[src/rtl/anti_theft_zone_fsm_pkg.sv]
// rtl/anti_theft_zone_fsm_pkg.sv - shared states and default delays for the multi-zone anti-theft controller
package anti_theft_pkg;

  typedef enum logic [2:0] {
    DISARMED,
    WAIT_CLOSE,
    ARMING,
    ARMED,
    TRIGGERED,
    ALARM,
    ALARM_HOLD
  } state_t;

  // Default delays in seconds, for integrators wiring fixed values
  localparam int unsigned DEF_ARM_DELAY       = 6;
  localparam int unsigned DEF_DRIVER_DELAY    = 8;
  localparam int unsigned DEF_PASSENGER_DELAY = 15;
  localparam int unsigned DEF_ALARM_ON        = 10;

endpackage

[src/rtl/anti_theft_zone_fsm_countdown.sv]
// rtl/anti_theft_zone_fsm_countdown.sv - loadable seconds countdown, saturating at zero
module anti_theft_countdown #(
  parameter int TW = 4
) (
  input  logic          clk,
  input  logic          rst,
  input  logic          load,
  input  logic [TW-1:0] load_val,
  input  logic          tick,
  output logic [TW-1:0] count,
  output logic          expired
);

  // Load wins over a coincident tick so a fresh delay always starts full
  always_ff @(posedge clk) begin
    if (rst) begin
      count <= '0;
    end else if (load) begin
      count <= load_val;
    end else if (tick && (count != '0)) begin
      count <= count - 1'b1;
    end
  end

  assign expired = (count == '0);

endmodule

[src/rtl/anti_theft_zone_fsm.sv]
// rtl/anti_theft_zone_fsm.sv - multi-zone vehicle anti-theft controller with integrated countdown
module anti_theft_zone_fsm
  import anti_theft_pkg::*;
#(
  parameter int N_ZONES     = 2,
  parameter int TW          = 4,
  parameter int ALARM_REARM = 1,
  localparam int ZW         = (N_ZONES > 1) ? $clog2(N_ZONES) : 1
) (
  input  logic                  clk,
  input  logic                  rst,
  input  logic                  ignition,
  input  logic [N_ZONES-1:0]    door,
  input  logic [N_ZONES-1:0]    zone_enable,
  input  logic                  one_hz_enable,
  input  logic [TW-1:0]         t_arm_delay,
  input  logic [N_ZONES*TW-1:0] t_entry_delay,
  input  logic [TW-1:0]         t_alarm_on,
  output logic [TW-1:0]         timer_value,
  output logic                  status_led,
  output logic                  siren_enable,
  output logic                  armed,
  output logic [ZW-1:0]         trig_zone
);

  function automatic logic [ZW-1:0] lowest_zone(input logic [N_ZONES-1:0] v);
    logic [ZW-1:0] r;
    r = '0;
    for (int i = N_ZONES - 1; i >= 0; i--) begin
      if (v[i]) r = ZW'(i);
    end
    return r;
  endfunction

  state_t            state, next_state;
  logic              load;
  logic [TW-1:0]     load_val;
  logic              expired;
  logic [N_ZONES-1:0] open_vec;
  logic              open_any;
  logic [ZW-1:0]     sel_zone;
  logic [TW-1:0]     sel_entry;

  assign open_vec  = door & zone_enable;
  assign open_any  = |open_vec;
  assign sel_zone  = lowest_zone(open_vec);
  assign sel_entry = t_entry_delay[int'(sel_zone)*TW +: TW];

  anti_theft_countdown #(.TW(TW)) u_countdown (
    .clk      (clk),
    .rst      (rst),
    .load     (load),
    .load_val (load_val),
    .tick     (one_hz_enable),
    .count    (timer_value),
    .expired  (expired)
  );

  always_comb begin
    next_state = state;
    load       = 1'b0;
    load_val   = t_arm_delay;
    if (ignition && (state != DISARMED)) begin
      next_state = DISARMED;
    end else begin
      case (state)
        DISARMED: begin
          if (!ignition && door[0]) next_state = WAIT_CLOSE;
        end
        WAIT_CLOSE: begin
          if (!door[0]) begin
            next_state = ARMING;
            load       = 1'b1;
          end
        end
        ARMING: begin
          // Any disturbance restarts the exit delay from the top
          if (open_any || door[0]) begin
            load = 1'b1;
          end else if (expired) begin
            next_state = ARMED;
          end
        end
        ARMED: begin
          if (open_any) begin
            next_state = TRIGGERED;
            load       = 1'b1;
            load_val   = sel_entry;
          end
        end
        TRIGGERED: begin
          if (expired) next_state = ALARM;
        end
        ALARM: begin
          if ((ALARM_REARM != 0) && !open_any) begin
            next_state = ALARM_HOLD;
            load       = 1'b1;
            load_val   = t_alarm_on;
          end
        end
        ALARM_HOLD: begin
          if (open_any) begin
            next_state = ALARM;
          end else if (expired) begin
            next_state = ARMED;
          end
        end
        default: next_state = ARMED;
      endcase
    end
  end

  // Outputs follow the state being entered so they line up with the new state
  always_ff @(posedge clk) begin
    if (rst) begin
      state        <= ARMED;
      status_led   <= 1'b0;
      siren_enable <= 1'b0;
      armed        <= 1'b1;
      trig_zone    <= '0;
    end else begin
      state        <= next_state;
      armed        <= (next_state == ARMED);
      siren_enable <= (next_state == ALARM) || (next_state == ALARM_HOLD);
      case (next_state)
        ARMED: begin
          if (state != ARMED)     status_led <= 1'b0;
          else if (one_hz_enable) status_led <= ~status_led;
        end
        TRIGGERED, ALARM, ALARM_HOLD: status_led <= 1'b1;
        default:                      status_led <= 1'b0;
      endcase
      if ((state == ARMED) && (next_state == TRIGGERED)) trig_zone <= sel_zone;
    end
  end

endmodule

[config.mk]
export PLATFORM = sky130hd
export DESIGN_NAME = anti_theft_zone_fsm
export DESIGN_NICKNAME = d
export VERILOG_FILES = /design/src/rtl/anti_theft_zone_fsm_pkg.sv /design/src/rtl/anti_theft_zone_fsm_countdown.sv /design/src/rtl/anti_theft_zone_fsm.sv
export SDC_FILE = /design/constraint.sdc
export NUM_CORES = 1
export LEC_CHECK = 0
export BUFFER_PORTS_ARGS = -buffer_cell sky130_fd_sc_hd__clkbuf_2
export CAP_MARGIN = 20
export CORE_MARGIN = 1
export CORE_UTILIZATION = 43
export DETAILED_ROUTE_END_ITERATION = 10
export PLACE_DENSITY = 0.74
export SLEW_MARGIN = 40
export SYNTH_ARGS = -nofsm -noshare
export SYNTH_HDL_FRONTEND = slang
export SYNTH_SLANG_ARGS = --single-unit
[constraint.sdc]
create_clock -name clk -period 1.38 [get_ports clk]
set_input_delay 0.207 -clock clk [delete_from_list [all_inputs] [get_ports clk]]
set_output_delay 0.207 -clock clk [all_outputs]
set_load 0.02 [all_outputs]
---- Yosys cells after proc, flatten, opt, wreduce, memory -nomap -nowiden ----
Index checks and enable logic that the tools add are counted.
operators by class
  bitwise gates (word level) .............. 2
  shifts and indexed selects .............. 1
  muxes and demuxes ....................... 27
  equality and inequality tests ........... 12
  $add $sub $neg .......................... 1
  reductions and logical operators ........ 14
operators with widths
  cell                                               number
  two-way mux 3 bit                                  9
  case mux 3 bit (7 select lines)                    1
  two-way mux 4 bit                                  5
  == test 3 bit (second input constant)              6
  == test 3 x 2 -> 1 bit (second input constant)     3
  two-way mux 1 bit                                  9
  case mux 4 bit (2 select lines)                    1
  variable part select 8 x 4 -> 4 bit                1
  != test 3 x 2 -> 1 bit (second input constant)     2
  logical AND 1 bit                                  4
  logical NOT 4 bit                                  1
  case mux 1 bit (4 select lines)                    1
  nonzero test 4 bit                                 1
  subtractor 4 x 1 -> 4 bit (second input constant)  1
  == test 3 x 1 -> 1 bit (second input constant)     1
  logical NOT 3 bit                                  1
  nonzero test 3 bit                                 1
  OR reduction 3 bit                                 1
  bitwise AND 2 bit                                  1
  logical OR 1 bit                                   2
  case mux 1 bit (2 select lines)                    1
  nonzero test 2 bit                                 1
  OR reduction 2 bit                                 1
  logical NOT 1 bit                                  1
  inverter 1 bit                                     1
word-level totals
  output and inout port bits .............. 8
  bits of input ports ..................... 24
  register bits ........................... 11
  logic and storage cells ................. 63

---- Logic depth before layout (Yosys ltp) ----
  word-level depth ........................ 9
  mapped depth ............................ 7

---- Modules after synthesis ----
A second synthesis with hierarchy kept.
unflattened totals
  cell total of the unflattened synthesis .. 104
  area total of the unflattened synthesis .. 854.6 um^2
modules (own cells, without submodules)
  module                seq. area each (um^2)  area an instance (um^2)  times used  cells each
  anti_theft_zone_fsm   140.1                  591.8                    1           75
  anti_theft_countdown  80.1                   262.8                    1           29

---- Least setup slack after synthesis ----
No wires, ideal clock.
  path type ............................... reg-to-reg
  start point ............................. register u_countdown.count[0]
  end point ............................... register u_countdown.count[0]
  cell stages (with the launch flop) ...... 8
  setup slack ............................. -192 ps
  path buffers ............................ 0
  arrival ................................. 1,481 ps
  period minus slack after synthesis ...... 1,572 ps
  setup time .............................. 91 ps
  cell sequence ........................... dfxtp_1 -> inv_1 -> ha_1 -> nor3b_1 -> nand2b_1 -> xnor2_1 -> nor2_1 -> a311oi_1
between the ends
  cells in the longest elaborated chain, start to end .. 3
  elaborated cells on any way between the ends .. 6
  classes of those cells .................. add/sub: 1; mux: 2; reduce/logical: 3
RTL lines
  item                                                                    RTL line                                                                  RTL
  start, declared                                                         anti_theft_zone_fsm_countdown.sv:10                                       output logic [TW-1:0] count,
  start signal, assigned                                                  anti_theft_zone_fsm_countdown.sv:19                                       count <= load_val;
  start signal, assigned                                                  anti_theft_zone_fsm_countdown.sv:21                                       count <= count - 1'b1;
  subtractor 4 x 1 -> 4 bit / nonzero test 4 bit (equally long branches)  anti_theft_zone_fsm_countdown.sv:21, anti_theft_zone_fsm_countdown.sv:20
  two-way mux 4 bit / logical AND 1 bit (equally long branches)           anti_theft_zone_fsm_countdown.sv:20                                       end else if (tick && (count != '0)) begin
  two-way mux 4 bit / nonzero test 2 bit (equally long branches)          --
Parallel ways exist; a longest one is shown, timed or not. The select of a mux whose other input is x is not followed.
A chain may end at the register's enable or synchronous reset.

---- Worst setup path in the final report ----
  start point ............................. register state[0]
  end point ............................... register u_countdown.count[1]
between the ends
  cells in the longest elaborated chain, start to end .. 4
  elaborated cells on any way between the ends .. 12
  classes of those cells .................. eq/ne: 4; mux: 5; reduce/logical: 3
RTL lines
  item                                                            RTL line                    RTL
  start, declared                                                 anti_theft_zone_fsm.sv:35   state_t state, next_state;
  start signal, assigned                                          anti_theft_zone_fsm.sv:122  state <= next_state;
  == test 3 bit (tied with other cells)                           anti_theft_zone_fsm.sv:66   case (state)
  case mux 1 bit (4 select lines) (tied with other cells)         anti_theft_zone_fsm.sv:66
  two-way mux 1 bit / two-way mux 4 bit (equally long branches)   anti_theft_zone_fsm.sv:63   if (ignition && (state != DISARMED)) begin
  two-way mux 4 bit / nonzero test 2 bit (equally long branches)  --
Parallel ways exist; a longest one is shown, timed or not.

==> impl_metrics.env <==
export IMPL_final_area_um2=1360
export IMPL_vias=1053
export IMPL_synthTopCellsByArea="dfxtp_1 26%, nand2_1 5.4%, a311oi_1 4.2%"
export IMPL_p_leak_uw=0.000626
export IMPL_rsz0062_at_grt="true"
export IMPL_violations="negative setup slack"
export IMPL_grt_max_degree=11
export IMPL_fin_cells=186
export IMPL_drtPass1Iterations=4
export IMPL_yosys_area_top_type="dfxtp_1"
export IMPL_max_slew_worst_pin_slew_ns=0.322
export IMPL_synth_top_area_share_pct=26.4
export IMPL_crit_required_ns=1.55
export IMPL_fin_crit_sh_pct=119
export IMPL_cp_slowest_cell="or4b_4"
export IMPL_finalSetupViolCount=6
export IMPL_final_util_pct=77.2
export IMPL_syn_to_final_growth_pct=63.5
export IMPL_grt_pass1_vias=914
export IMPL_max_freq_mhz=608
export IMPL_layout_common_cells="31 x clkbuf_2, 24 x buf_4, 11 x nand2_1"
export IMPL_clk_insertion_delay_late_ns=0.28
export IMPL_postCtsHoldBufs=0
export IMPL_nets=187
export IMPL_core_um2=1760
export IMPL_criticalPathCategory="flop to flop"
export IMPL_outcome="finished with violations"
export IMPL_path_max_fanout=6
export IMPL_crit_family="compound AO/OA/AOI/OAI gates"
export IMPL_dp_cells=177
export IMPL_cts_root_buf="clkbuf_4"
export IMPL_skew_ns=0.00667
export IMPL_grt_usage_pct=26.3
export IMPL_fin_crit_ns=1.65
export IMPL_mostFrequentLayoutCell="clkbuf_2"
export IMPL_tns_ns=-1.05
export IMPL_numCtsBuffers=3
export IMPL_pin_count=32
export IMPL_irDropWorstVdd_uv=744
export IMPL_die_h_um=46.0
export IMPL_finalWorstSetupSlack_ns=-0.266
export IMPL_path_buf_inv=0
export IMPL_reg2reg_from="state[0]$_SDFF_PP1_"
export IMPL_drt_initial_drc_count=32
export IMPL_htree_levels=1
export IMPL_cts_buffer_depth=2
export IMPL_wire_per_inst_um=15.1
export IMPL_layout_drive_gt1_share_pct=57.8
export IMPL_drcViolationCount=0
export IMPL_hp_class="primary input to flop"
export IMPL_cts_tree="yes"
export IMPL_setup_worst_path_start="state[0]$_SDFF_PP1_"
export IMPL_diodes=0
export IMPL_slowest_delay_ns=0.52
export IMPL_ant_nets=0
export IMPL_synth_seq_area_share_pct=26.4
export IMPL_wl_um=2810
export IMPL_crit_chain="or4b_4 -> a41oi_4 -> a211oi_2 -> a311oi_1"
export IMPL_critPathLaunchType="flop"
export IMPL_ys_types=39
export IMPL_multiInputGateArea_um2=699
export IMPL_dp_hpwl_um=1900
export IMPL_via_per_inst=5.66
export IMPL_ys_ff_latch=11
export IMPL_arrival_ns=1.81
export IMPL_hold_violations=0
export IMPL_syn_cell_area_um2=833
export IMPL_gp_congestion=0.854
export IMPL_power_density_nw_per_um2=1010
export IMPL_syn_nets=131
export IMPL_start_util_pct=47.2
export IMPL_rows=15
export IMPL_grt_ovfl_total=0
export IMPL_cp_end_kind="flop"
export IMPL_cts_sinks=11
export IMPL_portBuffers=31
export IMPL_grt_first_pass_wirelength_um=4000
export IMPL_num_fill_cells=133
export IMPL_syn_area_per_cell_um2=7.86
export IMPL_die_area_um2=2120
export IMPL_maxCapViolations=0
export IMPL_final_seq_area_um2=234
export IMPL_yosysWarnings=0
export IMPL_synth_cells=106
export IMPL_slew_viol_final=0
export IMPL_hp_start="t_arm_delay[0]"
export IMPL_place_area_um2=1180
export IMPL_die_w_um=46.0
export IMPL_antenna_found_initial=0
export IMPL_clk_pin_slew_ns=0.08
export IMPL_slew_headroom_pct=78.6
export IMPL_whs_ns=0.173
==> synth_stat cells <==
master     instances
nand4_1            1
nor3_1             3
nand2_1           12
buf_1              1
o21a_1             1
o21ai_0            4
a2bb2oi_1          3
nand3b_1           2
o211ai_1           1
and3_1             2
a22oi_1            1
nor2b_1            1
o31ai_1            1
nor2_1             8
clkbuf_1           2
a32oi_1            1
mux2i_1            3
and3b_1            1
or2_2              2
dfxtp_1           11
o22ai_1            1
ha_1               1
a31oi_1            2
a21oi_1            4
inv_1              2
a21oi_2            1
xnor2_1            2
nor3b_1            4
and2_1             2
a21o_1             3
a311oi_1           4
and2_0             1
mux2_2             1
a211oi_1           4
nand2b_1           5
buf_2              3
nand3_1            3
or4b_4             1
a41oi_4            1
==> path summary, 6_finish.rpt <==
check / endpoint / slack [ns] / depth (start not counted)
min reg2reg: trig_zone$_SDFFE_PP0P_ / 0.56 / 2
min: u_countdown.count[0]$_SDFFE_PP0P_ / 0.17 / 3
max: u_countdown.count[1]$_SDFFE_PP0P_ / -0.27 / 4
max reg2reg: u_countdown.count[1]$_SDFFE_PP0P_ / -0.27 / 4
==> registers in the layout, indices dropped and copies added (netlist names) <==
name,flops
u_countdown.count,4
state,3
armed,1
siren_enable,1
status_led,1
trig_zone,1
==> cell type report <==
type / count / area share (%)
Sequential cell: 11 / 17.2
Inverter: 2 / 0.918
Tap cell: 25 / 2.30
Clock buffer: 3 / 1.65
Timing Repair Buffer: 57 / 26.3
Clock inverter: 1 / 0.367
Multi-Input combinational cell: 87 / 51.3
==> stage by stage <==
step                      worst slack [ns]  total power, uW
final                               -0.266             1380
after global routing                -0.337             1450
after CTS                           -0.182             1320
after detailed placement            -0.240              982
after global placement              -0.236              970
after floorplan                    -0.0132              742
==> worst min-delay path, cell delays in order <==
cell and delay [ns]:
clkbuf_2 0.08, nand2_1 0.05, a311oi_1 0.08
==> power by group <==
part           internal [uW]  switching [uW]  total, uW
Sequential               365            43.9        409
Clock                    107             123        230
Combinational            390             353        742
==> logic make-up after synthesis <==
| group | count (synthesis) | share of synthesized area (%) |
|---|---|---|
| compound gates | 32 | 29.7 |
| xor+xnor | 2 | 2.10 |
| fa+ha+maj | 1 | 1.50 |
| buf+inv | 8 | 4.05 |
| flops | 11 | 26.4 |
| mux | 4 | 4.96 |
| simple gates | 48 | 31.2 |
==> what timing repair did <==
item                                   4_1_cts  5_1_grt
endpoints found under the hold margin        0        0
setup endpoints to repair                    9       10
resized for setup                           16       14
pin swaps                                    6       11
buffers inserted                             3        2
==> per-layer routing <==
metal / wire [um] / part of all wire [%] / global-route usage [%]
met1: 1200 / 43 / 36.7
met2: 1330 / 47 / 41.7
met3: 249 / 8.9 / 7.14
met4: 29 / 1.0 / 2.35
met5: 0 / 0 / 0
No activity file was read; power rests on OpenSTA's default activity.
